[config.mk]
export PLATFORM = sky130hd
export DESIGN_NAME = fir_stereo_sequencer
export DESIGN_NICKNAME = d
export VERILOG_FILES = /design/src/rtl/fir_stereo_sequencer.sv
export SDC_FILE = /design/constraint.sdc
export NUM_CORES = 1
export LEC_CHECK = 0
export CAP_MARGIN = 20
export CELL_PAD_IN_SITES_DETAIL_PLACEMENT = 0
export CELL_PAD_IN_SITES_GLOBAL_PLACEMENT = 1
export CORE_MARGIN = 2
export CORE_UTILIZATION = 50
export DETAILED_ROUTE_END_ITERATION = 10
export DONT_BUFFER_PORTS = 1
export GPL_TIMING_DRIVEN = 0
export PLACE_DENSITY = 0.9
export SKIP_CTS_REPAIR_TIMING = 1
export SLEW_MARGIN = 20
export SYNTH_ARGS = -nofsm -noshare
export SYNTH_HDL_FRONTEND = slang
export SYNTH_SLANG_ARGS = --single-unit
[constraint.sdc]
create_clock -name ck -period 4.6 [get_ports ck]
set_input_delay 0.92 -clock ck [delete_from_list [all_inputs] [get_ports ck]]
set_output_delay 0.92 -clock ck [all_outputs]
set_load 0.01 [all_outputs]
[src/rtl/fir_stereo_sequencer.sv]
// Stereo FIR sequencer: pops one CODEC pair, runs a FIR per channel (or bypasses it),
// gathers both results in any order with a timeout, then pushes the filtered pair.
module fir_seq_lane #(
  parameter int DW = 16
) (
  input  logic          ck,
  input  logic          rst,
  input  logic          load,
  input  logic          start,
  input  logic          run,
  input  logic          tmo,
  input  logic          bypass,
  input  logic          fir_done,
  input  logic [DW-1:0] din,
  input  logic [DW-1:0] fir_out,
  output logic [DW-1:0] res,
  output logic [DW-1:0] fir_in,
  output logic          fir_start,
  output logic          done,
  output logic          done_nxt,
  output logic          forced
);
  logic [DW-1:0] samp, in_q;
  logic          capture;

  assign capture   = run & fir_done & ~done;
  // a real result landing in the timeout cycle wins over the forced zero
  assign forced    = tmo & ~done & ~capture;
  assign done_nxt  = done | capture;
  assign fir_start = start & ~bypass & ~rst;
  assign fir_in    = rst ? '0 : (fir_start ? samp : in_q);

  always_ff @(posedge ck) begin
    if (rst) begin
      samp <= '0;
      in_q <= '0;
      res  <= '0;
      done <= 1'b0;
    end else begin
      if (load) samp <= din;
      if (start) begin
        if (bypass) begin
          res  <= samp;
          done <= 1'b1;
        end else begin
          done <= 1'b0;
          in_q <= samp;
        end
      end else if (capture) begin
        res  <= fir_out;
        done <= 1'b1;
      end else if (forced) begin
        res  <= '0;
        done <= 1'b1;
      end
    end
  end
endmodule

module fir_stereo_sequencer #(
  parameter int DW      = 16,
  parameter int TIMEOUT = 1023
) (
  input  logic          ck,
  input  logic          rst,
  input  logic          read_ready,
  input  logic [23:0]   readdata_left,
  input  logic [23:0]   readdata_right,
  output logic          read,
  input  logic          write_ready,
  output logic          write,
  output logic [23:0]   writedata_left,
  output logic [23:0]   writedata_right,
  output logic [DW-1:0] fir_l_in,
  output logic [DW-1:0] fir_r_in,
  output logic          fir_l_start,
  output logic          fir_r_start,
  input  logic [DW-1:0] fir_l_out,
  input  logic [DW-1:0] fir_r_out,
  input  logic          fir_l_done,
  input  logic          fir_r_done,
  input  logic          bypass_l,
  input  logic          bypass_r,
  output logic          busy,
  output logic [7:0]    timeout_count
);
  localparam int NL = 2;
  localparam int CW = (TIMEOUT < 1) ? 1 : $clog2(TIMEOUT + 1);

  typedef enum logic [1:0] {IDLE, START, RUN, WAIT_WR} state_t;
  state_t state, nxt;

  logic [CW-1:0]              tcnt;
  logic                       tmo;
  logic [NL-1:0][DW-1:0]      din, fout, res, fin;
  logic [NL-1:0]              byp, fdone, fstart, done, done_nxt, forced;
  logic [8:0]                 tsum;
  logic                       unused_low;

  // lane 0 is left, lane 1 is right
  assign din   = {readdata_right[23 -: DW], readdata_left[23 -: DW]};
  assign fout  = {fir_r_out, fir_l_out};
  assign byp   = {bypass_r, bypass_l};
  assign fdone = {fir_r_done, fir_l_done};
  assign unused_low = ^{readdata_left[23-DW:0], readdata_right[23-DW:0], done};

  assign tmo = (state == RUN) && (tcnt == CW'(TIMEOUT));

  for (genvar i = 0; i < NL; i++) begin : g_lane
    fir_seq_lane #(.DW(DW)) u_lane (
      .ck(ck), .rst(rst), .load(read), .start(state == START), .run(state == RUN),
      .tmo(tmo), .bypass(byp[i]), .fir_done(fdone[i]), .din(din[i]), .fir_out(fout[i]),
      .res(res[i]), .fir_in(fin[i]), .fir_start(fstart[i]), .done(done[i]),
      .done_nxt(done_nxt[i]), .forced(forced[i])
    );
  end

  assign fir_l_in        = fin[0];
  assign fir_r_in        = fin[1];
  assign fir_l_start     = fstart[0];
  assign fir_r_start     = fstart[1];
  assign writedata_left  = 24'(res[0]) << (24 - DW);
  assign writedata_right = 24'(res[1]) << (24 - DW);
  assign busy            = (state != IDLE) & ~rst;
  assign tsum            = {1'b0, timeout_count} + 9'(forced[0]) + 9'(forced[1]);

  always_comb begin
    nxt   = state;
    read  = 1'b0;
    write = 1'b0;
    case (state)
      IDLE:    if (read_ready) begin read = ~rst; nxt = START; end
      START:   nxt = RUN;
      RUN:     if ((&done_nxt) || tmo) nxt = WAIT_WR;
      WAIT_WR: if (write_ready) begin write = ~rst; nxt = IDLE; end
      default: nxt = IDLE;
    endcase
  end

  always_ff @(posedge ck) begin
    if (rst) begin
      state         <= IDLE;
      tcnt          <= '0;
      timeout_count <= '0;
    end else begin
      state <= nxt;
      if (state == START)    tcnt <= '0;
      else if (state == RUN) tcnt <= tcnt + 1'b1;
      if (|forced) timeout_count <= tsum[8] ? 8'hFF : tsum[7:0];
    end
  end
endmodule

==> out/qor.yml, run 1 <==
finalNetCount: 675
async_flop_share: 0
synthSimpleGateAreaFrac: 0.134
fp.dieArea_um2: 11100
ys_warn_count: 0
slew-limit-headroom: 0.542
fin_tns_setup_ns: 0
hold_violations: 0
grt_pass1_wl_mm: 21.7
num-fill-cells: 859
clock_sinks: 118
p_per_area_nw_per_um2: 579
synth-xor-area-share: 0.0119
max_stage_delay_ns: 0.50
finalWirelength_mm: 14.0
drt_iter0_drc: 338
hold_path_class: "reg2reg"
yosys-top-cells-area: "dfxtp_1 46%, a22o_1 11%, nand2_1 5.8%"
drive_gt1_frac: 0.123
outcome: "complete, no violations"
grt_overflow: 0
crit_path_end_kind: "output pin"
cap_violations: 0
diodes: 0
numPortBuffers: 0
cts-root-buf: "clkbuf_8"
layout.cells.non_filler: 728
synth_flop_cell: "dfxtp_1"
clkTransAtPathRegs_ns: 0.06
min_period_ns: 3.75
synthMuxAreaShare: 0.0369
dr.pass1.iters: 5
leakage_nw: 2.25
grt_max_degree: 17
ys_top_cells_by_count: "118 x dfxtp_1, 79 x nand2_1, 64 x a22o_1"
worstSetupPathType: "reg2out"
track_usage: 0.248
rsz0062_at_grt: "false"
drc_errors: 0
path_max_fanout: 10
routed_via_density: 5.91
fp.dieH_um: 106
cts_tree: "built"
ir_drop_mv: 0.268
synth-edff-count: 0
core_um2: 10200
required_ns: 3.68
yosysMostFrequentCell: "dfxtp_1"
synth_compound_area_frac: 0.266
whs_ns: 0.474
initial_utilization: 0.506
tightest_slew_ns: 0.687
dp_hpwl_mm: 10.0
htreeDepth: 4
clock_latency_ns: 0.51
cp-start-kind: "flop"
gp_congestion: 0.808
ys_seq_area_frac: 0.459
ant_nets: 0
clockBufferDepth: 2
multiInputGateArea_um2: 2480
finalCritPeriodShare: 0.816
ys_types: 51
dp_cells: 696
netlist_instances: 545
grt_pass1_vias: 4101
max_freq_mhz: 266
synthToLayoutAreaGrowth_pct: 16.7
finalSetupViolations: 0
fin_skew_ns: 0.00767
synth_top_family_by_area: "compound AO/OA/AOI/OAI gates"
synth_top_area_cell: "dfxtp_1"
cts_inserted_buffers: 17
vias: 4301
rows: 37
slew_viol_final: 0
die_w_um: 106
syn_avg_cell_area_um2: 9.45
antenna_found_initial: 0
fin_util: 0.590
synth-seq-cells: 118
worstPathArrival_ns: 2.83
yosysTopAreaCellShare: 0.459
io_pins: 181
cp_cell_sequence: "inv_1 > ha_1 > buf_2 > nand2_1 > nor2_1 > clkbuf_1 > a22o_1"
cp_slowest_cell: "clkbuf_1"
wl_per_cell_um: 19.2
yosys.area_share.adder: 0.0209
regArea_um2: 2360
netlist_area_um2: 5150
-- worst max-delay path: cells and delay by family (launching register included) --
| kind | cells | cell delay, ns |
|---|---|---|
| compound gates | 1 | 0.31 |
| fa+ha+maj | 1 | 0.31 |
| buf+inv | 3 | 0.90 |
| flops | 1 | 0.34 |
| simple gates | 2 | 0.47 |
-- stage by stage --
stage,worst slack (ns),power [mW],cell area [µm²]
after floorplan,1.54,1.89,5210
after global placement,1.04,2.06,5380
after detailed placement,0.980,2.09,5380
after CTS,0.864,3.49,6010
after global routing,0.660,3.63,6010
final,0.847,3.48,6010
-- cells by family after synthesis --
| kind of cell | count (synthesis) |
|---|---|
| mux | 19 |
| fa+ha+maj | 8 |
| buf+inv | 71 |
| simple gates | 148 |
| other cells | 1 |
| compound gates | 173 |
| flops | 118 |
| xor+xnor | 7 |
-- cells in the final DEF (no fill, tap or decap), types with 3 or more instances in the layout --
cell / instances
a31oi_1: 4
clkbuf_1: 35
a211oi_1: 8
clkbuf_8: 3
a21oi_1: 39
ha_1: 7
inv_6: 3
buf_4: 16
a22o_1: 64
buf_6: 5
o2bb2ai_1: 16
buf_2: 3
nor2_1: 17
and4_1: 5
nor3_1: 18
conb_1: 16
bufinv_16: 4
xor2_1: 5
clkbuf_16: 16
a22oi_1: 16
a211oi_2: 10
and3_1: 5
clkinvlp_4: 4
dfxtp_1: 118
mux2i_1: 19
nand2_1: 79
nand3_1: 6
or3_1: 3
inv_1: 10
-- metal layers --
metal	vias up	part of all wire	GRT usage
li1	2037	-	-
met1	2087	0.43	0.314
met2	155	0.47	0.399
met3	22	0.076	0.0853
met4	0	0.018	0.0771
met5	-	0	0
-- sequential cells by signal, indices dropped and copies added (netlist names) --
register            flops
g_lane.u_lane.samp     32
g_lane.u_lane.res      32
state                   2
timeout_count           8
g_lane.u_lane.done      2
tcnt                   10
g_lane.u_lane.in_q     32
-- layout make-up --
cell class / count / share of cell area
tap: 136 / 0.0283
sequential: 118 / 0.393
multi-input combinational: 371 / 0.412
inverter: 11 / 0.00687
clock inverter: 13 / 0.0323
clock buffer: 19 / 0.0734
buffer: 60 / 0.0543
-- power breakdown --
| group | total [mW] | internal (mW) | switching (mW) | leakage, nW |
|---|---|---|---|---|
| Combinational | 0.744 | 0.280 | 0.464 | 0.994 |
| Clock | 1.41 | 0.915 | 0.490 | 0.298 |
| Sequential | 1.33 | 1.17 | 0.162 | 0.959 |
-- final timing paths --
| check | from | end | slack [ns] | depth (start not counted) |
|---|---|---|---|---|
| hold reg to reg | g_lane[0].u_lane.in_q[2] | g_lane[0].u_lane.in_q[2] | 0.47 | 1 |
| setup reg to reg | state[0] | timeout_count[7] | 1.88 | 13 |
| setup / recovery | state[1] | fir_r_in[12] | 0.85 | 7 |
| hold / removal | g_lane[0].u_lane.in_q[2] | g_lane[0].u_lane.in_q[2] | 0.47 | 1 |
No activity file was read; power rests on OpenSTA's default activity.
==> run 2, diff against run 1 <==
Settings changed: CORE_UTILIZATION 50 to 42, PLACE_DENSITY 0.9 to 0.81.
Clock period 4.6 ns to 3.2 ns, I/O delays scaled along.
==> run 2 against run 1 <==
Net effect: clock power grew 37%; worst setup slack lost 0.67 ns; non-clock buffer count is the same; critical path type unchanged; critical endpoint is now fir_l_in[1]; largest power group unchanged.
==> out/qor.yml, run 2 (synthesis results as in run 1) <==
fin_skew_ns: 0.00781  # +0.000132 ns
routed_via_density: 5.74  # -2.8%
vias: 4244  # -1.3%
min_period_ns: 3.03
slew_viol_final: 0  # unchanged
r2r-end: "timeout_count[7]"
slew-limit-headroom: 0.490  # -0.0522
path_max_fanout: 10  # unchanged
hold_path_class: "in2reg"
worstSetupStartpoint: "state[1]"
htreeDepth: 4  # unchanged
final_cell_mix: "118 x dfxtp_1, 79 x nand2_1, 64 x a22o_1"
rsz0062_at_grt: "false"
grt_max_degree: 17  # unchanged
cts_inserted_buffers: 17  # unchanged
fin_util: 0.502  # -0.0889
fp.dieArea_um2: 13200  # +18%
clock_latency_ns: 0.41  # -0.10 ns
cp-start-kind: "flop"
finalWirelength_mm: 14.2  # +1.9%
io_pins: 181  # unchanged
clkTransAtPathRegs_ns: 0.05  # about the same
initial_utilization: 0.429  # -0.0769
r2r_slack_ns: 0.45  # -1.43 ns
clock_sinks: 118  # unchanged
r2r-start: "state[0]"
top_regs: "g_lane.u_lane.in_q x32, g_lane.u_lane.res x32, g_lane.u_lane.samp x32"
fin_tns_setup_ns: 0  # unchanged
max_freq_mhz: 330
ir_drop_mv: 0.412  # +54%
gp_congestion: 0.810  # +0.24%
worstPathArrival_ns: 2.39  # -0.44 ns
holdPathStages: 2  # +1
finalSetupViolations: 0  # unchanged
required_ns: 2.56  # -1.12 ns
grt_overflow: 0  # unchanged
rr_worst_depth: 13  # unchanged
finalCritPeriodShare: 0.946
dr.pass1.iters: 5  # unchanged
crit_path_end_kind: "output pin"
ant_nets: 0  # unchanged
drc_errors: 0  # unchanged
cp-endpoint: "fir_l_in[1]"
finalNetCount: 675  # unchanged
rows: 40  # +8.1%
whs_ns: 0.358  # -0.116 ns
grt_pass1_wl_mm: 21.9  # +0.69%
worstSetupPathType: "reg2out"
drt_iter0_drc: 222  # -34%
cts_tree: "built"
wl_per_cell_um: 19.2  # +0.35%
clockBufferDepth: 2  # unchanged
fp.dieH_um: 115  # +8.8%
final_common_cell: "dfxtp_1"
num-fill-cells: 1122  # +31%
drive_gt1_frac: 0.140  # +0.0169
hold_violations: 0  # unchanged
outcome: "complete, no violations"
regArea_um2: 2360  # unchanged
numPortBuffers: 0  # unchanged
cap_violations: 0  # unchanged
cts-root-buf: "clkbuf_16"
multiInputGateArea_um2: 2490  # +0.35%
die_w_um: 115  # +8.8%
total_power_mw: 4.92  # +41%
grt_pass1_vias: 4043  # -1.4%
leakage_nw: 2.26  # +0.35%
track_usage: 0.217  # -0.0309
synthToLayoutAreaGrowth_pct: 17.0
antenna_found_initial: 0  # unchanged
dp_hpwl_mm: 10.5  # +5.2%
p_per_area_nw_per_um2: 817  # +41%
core_um2: 12000  # +18%
tightest_slew_ns: 0.765  # +0.0783 ns
diodes: 0  # unchanged
## run 2: critical path, stage by stage, from the launching register on
cell	delay, ns
dfxtp_1	0.34
inv_1	0.11
ha_1	0.32
clkbuf_4	0.29
nand2_1	0.12
nor2_2	0.23
clkbuf_2	0.29
a22o_1	0.28
## run 2: cell type report
class / count / share of cell area
Multi-Input combinational cell: 371 / 0.413
Sequential cell: 118 / 0.392
Clock buffer: 19 / 0.0752
Buffer: 60 / 0.0569
Tap cell: 147 / 0.0305
Clock inverter: 13 / 0.0258
Inverter: 11 / 0.00685
## run 2: how the worst min path moves through the flow
| stage | startpoint | to |
|---|---|---|
| finish | readdata_right[20] | g_lane[1].u_lane.samp[12] |
| global route | readdata_right[20] | g_lane[1].u_lane.samp[12] |
| CTS | readdata_right[20] | g_lane[1].u_lane.samp[12] |
| detailed placement | g_lane[0].u_lane.in_q[13] | g_lane[0].u_lane.in_q[13] |
| global placement | g_lane[1].u_lane.in_q[2] | g_lane[1].u_lane.in_q[2] |
| floorplan | g_lane[0].u_lane.in_q[0] | g_lane[0].u_lane.in_q[0] |
## run 2: stage by stage
step / std cells / setup slack (ns) / cell area, µm²
after floorplan: 560 / 0.702 / 5210
after global placement: 707 / 0.162 / 5390
after detailed placement: 707 / 0.157 / 5390
after CTS: 739 / -0.182 / 6000
after global routing: 739 / 0.00452 / 6020
final: 739 / 0.173 / 6020
## run 2: routing by layer
layer	global-route usage	share of wire	vias up
met2	0.342	0.46	157
li1	-	-	2040
met3	0.0828	0.087	19
met4	0.0835	0.016	0
met5	0	0	-
met1	0.271	0.43	2028
## run 2: power by group
part,total (mW),switching (mW),internal [mW]
clock network,1.93,0.670,1.26
registers,1.91,0.233,1.68
logic,1.08,0.670,0.413
